File: config.mk
export PLATFORM = sky130hd
export DESIGN_NAME = shift_arbiter_flat
export DESIGN_NICKNAME = d
export VERILOG_FILES = /design/src/rtl/shift_arbiter_if.sv /design/src/rtl/shift_arbiter.sv /design/src/flat_wrapper.sv
export SDC_FILE = /design/constraint.sdc
export NUM_CORES = 1
export LEC_CHECK = 0
export BUFFER_PORTS_ARGS = -buffer_cell sky130_fd_sc_hd__buf_2
export CAP_MARGIN = 20
export CORE_ASPECT_RATIO = 0.8
export CORE_MARGIN = 1
export CORE_UTILIZATION = 50
export DETAILED_ROUTE_END_ITERATION = 8
export PLACE_DENSITY = 0.7
export SLEW_MARGIN = 40
export SYNTH_ARGS = -nofsm -noshare
export SYNTH_HDL_FRONTEND = slang
export SYNTH_SLANG_ARGS = --single-unit
File: constraint.sdc
create_clock -name clk -period 4.87 [get_ports clk]
set_input_delay 0.2435 -clock clk [delete_from_list [all_inputs] [get_ports clk]]
set_output_delay 0.2435 -clock clk [all_outputs]
set_load 0.01 [all_outputs]
File: src/rtl/shift_arbiter_if.sv
// ============================================================================
// Module   : shift_arbiter_if
// Brief    : Request/response bundle for shift_arbiter (two requesters, one
//            tagged response channel, completed-operation count).
// Revision : 1.0
// ============================================================================
`default_nettype none

interface shift_arbiter_if #(
    parameter int WIDTH = 32,
    parameter int SHW   = 5,
    parameter int CNTW  = 16
);
    logic             req0_valid;
    logic             req0_ready;
    logic [WIDTH-1:0] req0_a;
    logic [SHW-1:0]   req0_b;
    logic             req0_sel;

    logic             req1_valid;
    logic             req1_ready;
    logic [WIDTH-1:0] req1_a;
    logic [SHW-1:0]   req1_b;
    logic             req1_sel;

    logic             rsp_valid;
    logic             rsp_ready;
    logic             rsp_id;
    logic [WIDTH-1:0] rsp_out;
    logic             rsp_of;
    logic [CNTW-1:0]  op_count;

    modport master (
        output req0_valid, req0_a, req0_b, req0_sel,
        output req1_valid, req1_a, req1_b, req1_sel,
        output rsp_ready,
        input  req0_ready, req1_ready,
        input  rsp_valid, rsp_id, rsp_out, rsp_of, op_count
    );

    modport slave (
        input  req0_valid, req0_a, req0_b, req0_sel,
        input  req1_valid, req1_a, req1_b, req1_sel,
        input  rsp_ready,
        output req0_ready, req1_ready,
        output rsp_valid, rsp_id, rsp_out, rsp_of, op_count
    );
endinterface

`default_nettype wire

File: src/rtl/shift_arbiter.sv
// ============================================================================
// Module   : shift_arbiter (with signed_shift)
// Brief    : Round-robin arbiter sharing one signed shifter between two
//            requesters. Optional macro SHIFT_ARB_SAT_EN saturates overflowing
//            left shifts.
// Revision : 1.0
// ============================================================================
`default_nettype none

module signed_shift #(
    parameter int WIDTH = 32,
    parameter int SHW   = 5
) (
    input  wire logic [WIDTH-1:0] a_i,
    input  wire logic [SHW-1:0]   b_i,
    input  wire logic             sel_i,
    output logic      [WIDTH-1:0] out_o,
    output logic                  of_o
);
    logic signed [WIDTH-1:0] shl_w;
    logic signed [WIDTH-1:0] back_w;
    logic signed [WIDTH-1:0] shr_w;

    // A left shift is representable exactly when shifting back recovers a.
    always_comb begin
        shl_w  = $signed(a_i) <<< b_i;
        back_w = shl_w >>> b_i;
        shr_w  = $signed(a_i) >>> b_i;
        if (sel_i) begin
            out_o = shl_w;
            of_o  = (back_w != $signed(a_i));
        end else begin
            out_o = shr_w;
            of_o  = 1'b0;
        end
    end
endmodule

module shift_arbiter #(
    parameter int WIDTH = 32,
    parameter int SHW   = 5,
    parameter int CNTW  = 16
) (
    input  wire logic      clk,
    input  wire logic      rst,
    shift_arbiter_if.slave bus
);
    typedef enum logic [1:0] {
        IDLE = 2'd0,
        EXEC = 2'd1,
        RESP = 2'd2
    } state_t;

    state_t           state_q;
    logic             last_q;
    logic [WIDTH-1:0] a_q;
    logic [SHW-1:0]   b_q;
    logic             sel_q;
    logic             id_q;
    logic             rsp_valid_q;
    logic             rsp_id_q;
    logic [WIDTH-1:0] rsp_out_q;
    logic             rsp_of_q;
    logic [CNTW-1:0]  op_count_q;

    logic             any_w;
    logic             grant_w;
    logic             accept_w;
    logic [WIDTH-1:0] sh_out_w;
    logic             sh_of_w;
    logic [WIDTH-1:0] cap_out_w;

    // With both pending, the requester not served last wins.
    always_comb begin
        any_w = bus.req0_valid | bus.req1_valid;
        if (bus.req0_valid && bus.req1_valid) begin
            grant_w = ~last_q;
        end else begin
            grant_w = bus.req1_valid;
        end
        accept_w = (state_q == IDLE) && any_w;
    end

    assign bus.req0_ready = (state_q == IDLE) && bus.req0_valid && !grant_w;
    assign bus.req1_ready = (state_q == IDLE) && bus.req1_valid &&  grant_w;

    signed_shift #(
        .WIDTH (WIDTH),
        .SHW   (SHW)
    ) u_shift (
        .a_i   (a_q),
        .b_i   (b_q),
        .sel_i (sel_q),
        .out_o (sh_out_w),
        .of_o  (sh_of_w)
    );

`ifdef SHIFT_ARB_SAT_EN
    localparam logic [WIDTH-1:0] c_sat_pos = {1'b0, {(WIDTH-1){1'b1}}};
    localparam logic [WIDTH-1:0] c_sat_neg = {1'b1, {(WIDTH-1){1'b0}}};

    // Overflow is only ever flagged on left shifts, so right shifts pass through.
    always_comb begin
        if (sh_of_w) begin
            cap_out_w = a_q[WIDTH-1] ? c_sat_neg : c_sat_pos;
        end else begin
            cap_out_w = sh_out_w;
        end
    end
`else
    assign cap_out_w = sh_out_w;
`endif

    always_ff @(posedge clk or posedge rst) begin
        if (rst) begin
            state_q     <= IDLE;
            last_q      <= 1'b1;
            a_q         <= '0;
            b_q         <= '0;
            sel_q       <= 1'b0;
            id_q        <= 1'b0;
            rsp_valid_q <= 1'b0;
            rsp_id_q    <= 1'b0;
            rsp_out_q   <= '0;
            rsp_of_q    <= 1'b0;
            op_count_q  <= '0;
        end else begin
            case (state_q)
                IDLE: begin
                    if (accept_w) begin
                        a_q     <= grant_w ? bus.req1_a   : bus.req0_a;
                        b_q     <= grant_w ? bus.req1_b   : bus.req0_b;
                        sel_q   <= grant_w ? bus.req1_sel : bus.req0_sel;
                        id_q    <= grant_w;
                        last_q  <= grant_w;
                        state_q <= EXEC;
                    end
                end
                EXEC: begin
                    rsp_out_q   <= cap_out_w;
                    rsp_of_q    <= sh_of_w;
                    rsp_id_q    <= id_q;
                    rsp_valid_q <= 1'b1;
                    state_q     <= RESP;
                end
                RESP: begin
                    if (bus.rsp_ready) begin
                        rsp_valid_q <= 1'b0;
                        op_count_q  <= op_count_q + {{(CNTW-1){1'b0}}, 1'b1};
                        state_q     <= IDLE;
                    end
                end
                default: begin
                    state_q <= IDLE;
                end
            endcase
        end
    end

    assign bus.rsp_valid = rsp_valid_q;
    assign bus.rsp_id    = rsp_id_q;
    assign bus.rsp_out   = rsp_out_q;
    assign bus.rsp_of    = rsp_of_q;
    assign bus.op_count  = op_count_q;
endmodule

`default_nettype wire

File: src/flat_wrapper.sv
// flat-port wrapper written by rule: the top's interface ports become plain ports
module shift_arbiter_flat 
#(
    parameter int WIDTH = 32,
    parameter int SHW   = 5,
    parameter int CNTW  = 16
)
  (clk, rst, bus_req0_valid, bus_req0_a, bus_req0_b, bus_req0_sel, bus_req1_valid, bus_req1_a, bus_req1_b, bus_req1_sel, bus_rsp_ready, bus_req0_ready, bus_req1_ready, bus_rsp_valid, bus_rsp_id, bus_rsp_out, bus_rsp_of, bus_op_count);
  shift_arbiter_if #(.WIDTH(WIDTH), .SHW(SHW), .CNTW(CNTW)) bus_i ();
  input  wire logic clk;
  input  wire logic rst;
  input wire logic [$bits(bus_i.req0_valid)-1:0] bus_req0_valid;
  input wire logic [$bits(bus_i.req0_a)-1:0] bus_req0_a;
  input wire logic [$bits(bus_i.req0_b)-1:0] bus_req0_b;
  input wire logic [$bits(bus_i.req0_sel)-1:0] bus_req0_sel;
  input wire logic [$bits(bus_i.req1_valid)-1:0] bus_req1_valid;
  input wire logic [$bits(bus_i.req1_a)-1:0] bus_req1_a;
  input wire logic [$bits(bus_i.req1_b)-1:0] bus_req1_b;
  input wire logic [$bits(bus_i.req1_sel)-1:0] bus_req1_sel;
  input wire logic [$bits(bus_i.rsp_ready)-1:0] bus_rsp_ready;
  output wire logic [$bits(bus_i.req0_ready)-1:0] bus_req0_ready;
  output wire logic [$bits(bus_i.req1_ready)-1:0] bus_req1_ready;
  output wire logic [$bits(bus_i.rsp_valid)-1:0] bus_rsp_valid;
  output wire logic [$bits(bus_i.rsp_id)-1:0] bus_rsp_id;
  output wire logic [$bits(bus_i.rsp_out)-1:0] bus_rsp_out;
  output wire logic [$bits(bus_i.rsp_of)-1:0] bus_rsp_of;
  output wire logic [$bits(bus_i.op_count)-1:0] bus_op_count;
  assign bus_i.req0_valid = bus_req0_valid;
  assign bus_i.req0_a = bus_req0_a;
  assign bus_i.req0_b = bus_req0_b;
  assign bus_i.req0_sel = bus_req0_sel;
  assign bus_i.req1_valid = bus_req1_valid;
  assign bus_i.req1_a = bus_req1_a;
  assign bus_i.req1_b = bus_req1_b;
  assign bus_i.req1_sel = bus_req1_sel;
  assign bus_i.rsp_ready = bus_rsp_ready;
  assign bus_req0_ready = bus_i.req0_ready;
  assign bus_req1_ready = bus_i.req1_ready;
  assign bus_rsp_valid = bus_i.rsp_valid;
  assign bus_rsp_id = bus_i.rsp_id;
  assign bus_rsp_out = bus_i.rsp_out;
  assign bus_rsp_of = bus_i.rsp_of;
  assign bus_op_count = bus_i.op_count;
  shift_arbiter #(.WIDTH(WIDTH), .SHW(SHW), .CNTW(CNTW)) u_core (.clk(clk), .rst(rst), .bus(bus_i));
endmodule
**Yosys cells after proc, flatten, opt, wreduce, memory -nomap -nowiden**

Index checks and enable logic that the tools add are counted.

- Add/sub/neg operators: 1
- Eq/ne operators: 5
- Shifts and indexed selects: 3
- Muxes and demuxes: 11
- Bitwise gates (word level): 2
- Reductions and logical operators: 13

Operators by type and width:

| operator | count |
|---|---|
| 32-bit two-way mux | 2 |
| 32-bit by 5-bit >>> shifter with 32-bit output | 2 |
| 32-bit inequality test | 1 |
| 32-bit by 5-bit <<< shifter with 32-bit output | 1 |
| 16-bit by 1-bit adder with 16-bit output (second input constant) | 1 |
| 2-bit AND reduction | 4 |
| 1-bit logical AND | 6 |
| 2-bit one-hot mux with 3 select lines | 1 |
| 5-bit two-way mux | 1 |
| 1-bit two-way mux | 4 |
| 2-bit two-way mux | 2 |
| 2-bit by 1-bit equality test with 1-bit output (second input constant) | 1 |
| 2-bit equality test (second input constant) | 1 |
| 2-bit logical NOT | 1 |
| 2-bit by 1-bit inequality test with 1-bit output (second input constant) | 1 |
| 2-bit inequality test (second input constant) | 1 |
| 1-bit one-hot mux with 2 select lines | 1 |
| 2-bit nonzero test | 1 |
| 1-bit logical NOT | 1 |
| 1-bit NOT | 1 |
| 1-bit OR | 1 |

- Flip-flop bits (word level): 93
- Output and inout port bits: 53
- Word-level logic and storage cells: 46

**Depth between registers and ports, before layout**

- Depth after elaboration: 4
- Depth in mapped cells: 20
- Gate-level depth less buffers: 12

**Hierarchy**

A second synthesis with hierarchy kept.

- Cells, all modules: 1330
- Area, all modules: 10764.1 µm²

Modules (own cells, without submodules):

| module | times used | cells each | area each (µm²) |
|---|---|---|---|
| signed_shift | 1 | 1014 | 6816.5 |
| shift_arbiter | 1 | 316 | 3947.5 |

**Least setup slack after synthesis**

OpenSTA, ideal clock, no wires.

- Kind: register -> register
- From: register u_core.b_q[1]
- To: register u_core.rsp_of_q (netlist: u_core.bus.rsp_of)
- Setup time: 0.136 ns
- Data arrival time: 3.489 ns
- Data required time: 4.734 ns
- Setup slack: 1.245 ns
- Cell stages (with the launch flop): 17
- Path buffers: 4
- Period minus slack after synthesis: 3.625 ns
- Cells stage by stage: dfrtp_1 buf_6 buf_6 buf_6 buf_2 mux4_2 a32o_1 a41oi_2 nand4_1 o211a_2 a221o_1 nor3b_1 a2111o_1 nor4_1 o211ai_1 nor4_1 a31oi_1

- Longest elaborated chain between the ends: 4

RTL lines:

| what | line | text |
|---|---|---|
| start, declared | shift_arbiter.sv:57 | `logic [SHW-1:0] b_q;` |
| start signal, assigned | shift_arbiter.sv:132 | `b_q <= grant_w ? bus.req1_b : bus.req0_b;` |
| 32-bit by 5-bit <<< shifter with 32-bit output | shift_arbiter.sv:26 | `shl_w = $signed(a_i) <<< b_i;` |
| 32-bit by 5-bit >>> shifter with 32-bit output (*) | shift_arbiter.sv:27 | `back_w = shl_w >>> b_i;` |
| 32-bit inequality test (*) | shift_arbiter.sv:31 | `of_o = (back_w != $signed(a_i));` |
| 1-bit two-way mux (*) | shift_arbiter.sv:29 | `if (sel_i) begin` |
| end signal, assigned | shift_arbiter.sv:141 | `rsp_of_q <= sh_of_w;` |
| end, declared | shift_arbiter.sv:63 | `logic rsp_of_q;` |

Mark *: on every way between the ends. The rest lies on a longest branch, timed or not.
A chain may end at the register's enable or synchronous reset.

**Worst setup path in the final report**

Same ends and word-level chain as after synthesis.

==> impl_metrics.env <==
export IMPL_met2_length_mm=21.16
export IMPL_cts_tree="done"
export IMPL_seqCellArea_mm2=0.002342
export IMPL_wl_mm=53.11
export IMPL_async_reset_ff_frac=1.000
export IMPL_hold_violations=0
export IMPL_crit_slowest_cell="dfrtp_4"
export IMPL_ys_seq_area_frac=0.2178
export IMPL_rows=47
export IMPL_drt_met1_wl_mm=19.74
export IMPL_drc=0
export IMPL_viasPerCell=7.108
export IMPL_status="finished clean"
export IMPL_drt_initial_drc_count=2295
export IMPL_synth_seq_cells=93
export IMPL_r2r_setup_slack_ns=0.22
export IMPL_grt_max_degree=75
export IMPL_synth_top_family_by_area="compound AO/OA/AOI/OAI gates"
export IMPL_drive_gt1_frac=0.2560
export IMPL_fp_dieArea_mm2=0.02198
export IMPL_die_w_um=165.5
export IMPL_final_core_util=0.6028
export IMPL_synth_cell_types=85
export IMPL_dr_wl_met3_mm=8.390
export IMPL_crit_arrival_ns=4.89
export IMPL_layout_commonest_cell="nor2_1"
export IMPL_synth_fa_ha_area_frac=0.001170
export IMPL_crit_chain="buf_4 -> mux2_2 -> a221oi_1 -> nor3_1 -> a211oi_2 -> buf_4 -> mux2i_1 -> mux4_2 -> o21ai_0 -> a2111o_1 -> nand4_1 -> nor4_1 -> a31oi_1"
export IMPL_htreeDepth=3
export IMPL_critPathKind="reg -> reg"
export IMPL_coreArea_mm2=0.02082
export IMPL_fin_nets=1608
export IMPL_clock_fmax_mhz=214.9
export IMPL_grt_pass1_vias=11760
export IMPL_synth_compound_area_frac=0.2711
export IMPL_synth_xor_area_frac=0.01802
export IMPL_vias=12800
export IMPL_syn2layout_area_growth_pct=17.36
export IMPL_synth_warnings=0
export IMPL_cts_clk_slew_worst_paths_ns=0.07
export IMPL_synth_main_ff_cell="dfrtp_1"
export IMPL_tightest_slew_ns=0.9614
export IMPL_drv_cap=0
export IMPL_boundaryPins=134
export IMPL_overflow=0
export IMPL_path_common_cell="buf_4"
export IMPL_final_fill_count=1925
export IMPL_numCtsBuffers=9
export IMPL_hp_class="in -> reg"
export IMPL_route_top_layer_used="met5"
export IMPL_syn_avg_cell_area_um2=7.704
export IMPL_slew_violations=0
export IMPL_maxSlewHeadroom=0.3591
export IMPL_cpLargestDelayFamily="compound AO/OA/AOI/OAI gates"
export IMPL_synth_edf_count=0
export IMPL_synthesis_instances=1388
export IMPL_fin_skew_ns=0.006450
export IMPL_wire_per_inst_um=29.50
export IMPL_gp_congestion=1.180
export IMPL_initial_core_util=0.5136
export IMPL_clock_latency_ns=0.36
export IMPL_diodes=0
export IMPL_worst_path_buf_inv=2
export IMPL_mostFrequentLayoutCells="nor2_1, nand2_1, buf_4"
export IMPL_period_needed_ns=4.653
export IMPL_synthesis_nets=1470
export IMPL_required_ns=5.11
export IMPL_cts_path_max_buffers=2
export IMPL_worstPathMaxFanout=21
export IMPL_root_buffer="clkbuf_16"
export IMPL_grtUsageTotal=0.4848
export IMPL_synthMuxAreaShare=0.2293
export IMPL_syn_area_mm2=0.01069
export IMPL_finalCritPeriodShare=0.9554
export IMPL_crit_path_end_kind="flip-flop"
export IMPL_setup_viol=0
export IMPL_setup_tns_ns=0
export IMPL_layout_setup_ws_ns=0.2173
export IMPL_start_kind="flip-flop"
export IMPL_dp_hpwl_mm=40.37
export IMPL_first_pass_iters=7
export IMPL_portBuffers=133
export IMPL_die_h_um=132.8
export IMPL_antenna_left=0
export IMPL_max_stage_delay_ns=0.67
export IMPL_timing_hold_ws_ns=0.07677
export IMPL_post_place_ws_ns=0.06212
export IMPL_grt_pass1_wl_mm=76.77
export IMPL_antenna_found_initial=8
export IMPL_cts_sinks=93
export IMPL_synthSimpleGateAreaFrac=0.1965
export IMPL_multi_input_area_mm2=0.007680
export IMPL_grt_setup_unrepaired="false"
cells in the mapped netlist, types with 6 or more instances:
cell type	count	area [um2]
a22oi_1	19	142.6
nor2b_1	17	106.4
buf_1	31	116.4
or3_1	6	37.54
nor4_1	6	37.54
nand2_1	163	611.8
a22o_1	8	70.07
mux2_1	6	67.56
dfrtp_1	92	2302
xnor2_1	15	131.4
nand2b_1	11	68.82
a211oi_1	25	187.7
a311oi_1	7	61.31
buf_2	19	95.09
nand3_1	21	105.1
o21ai_0	94	470.5
or2_2	6	37.54
a21oi_1	112	560.5
a31oi_1	18	112.6
a211o_1	6	52.55
nand4_1	13	81.33
o22ai_1	19	118.9
nor2_1	166	623.1
inv_1	12	45.04
mux2_2	43	484.2
o221ai_1	8	70.07
o211ai_1	11	82.58
and3_1	12	75.07
a221oi_1	9	78.83
a21o_1	8	60.06
a32o_1	6	60.06
and2_1	13	81.33
clkbuf_1	87	326.6
o32ai_1	6	52.55
mux4_2	27	608.1
mux2i_1	122	1221
xor2_1	7	61.31
nor3_1	29	145.1
buf_6	8	90.09
o21a_1	10	75.07
metal layers:
layer | vias to the layer above | GRT usage
li1 | 5423 | -
met1 | 5975 | 0.6286
met2 | 1104 | 0.6625
met3 | 289 | 0.2138
met4 | 4 | 0.2747
met5 | - | 0
logic make-up after synthesis:
family,after synthesis
adders and majority gates,1
muxes,202
DFF,93
AOI/OAI and AO/OA,434
buffers and inverters,163
xor gates and xnor gates,22
and+or+nand+nor,473
stage by stage:
| step | cells | area [um2] |
|---|---|---|
| 5_1_grt | 1800 | 12550 |
| 2_1_floorplan | 1388 | 10690 |
| 3_3_place_gp | 1782 | 12190 |
| 3_5_place_dp | 1782 | 12190 |
| 4_1_cts | 1799 | 12520 |
| 6_report | 1800 | 12550 |
cell type report:
type / count / area share
clock buffer: 10 / 0.01825
clock inverter: 6 / 0.007478
inverter: 15 / 0.004686
multi-input combinational: 1132 / 0.6120
sequential: 93 / 0.1866
tap: 269 / 0.02682
timing repair buffer: 275 / 0.1442
state kept, by name, indices dropped and copies added, names as in the netlist:
register,count
u_core.a_q,32
u_core.b_q,5
u_core.bus.op_count,16
u_core.bus.rsp_id,1
u_core.bus.rsp_of,1
u_core.bus.rsp_out,32
u_core.bus.rsp_valid,1
u_core.id_q,1
u_core.last_q,1
u_core.sel_q,1
u_core.state_q,2
worst reg2reg max path, cell delays in order, from the launching register on:
cell      delay [ns]
dfrtp_4         0.67
buf_4           0.35
mux2_2          0.38
a221oi_1        0.48
nor3_1          0.19
a211oi_2        0.36
buf_4           0.19
mux2i_1         0.13
mux4_2          0.52
o21ai_0         0.53
a2111o_1        0.30
nand4_1         0.11
nor4_1          0.21
a31oi_1         0.12
final timing paths:
path	to	depth (start not counted)	startpoint
min in group asynchronous	u_core.state_q[0]	3	rst
worst max-delay path	u_core.bus.rsp_of	13	u_core.b_q[1]
worst min-delay path	u_core.state_q[1]	2	bus_rsp_ready
max in group asynchronous	u_core.b_q[1]	4	rst
worst max register to register	u_core.bus.rsp_of	13	u_core.b_q[1]
worst min register to register	u_core.bus.op_count[15]	1	u_core.bus.op_count[15]
timing repair:
item,CTS,global route
endpoints found under the hold margin,40,0
hold buffers,1,0
gates resized for setup,0,1
setup endpoints to repair,0,1
setup buffers,0,1
Power is left out: the tool's default activity adds up to more than one toggle a clock period on the data nets, which glitch-free logic cannot reach.
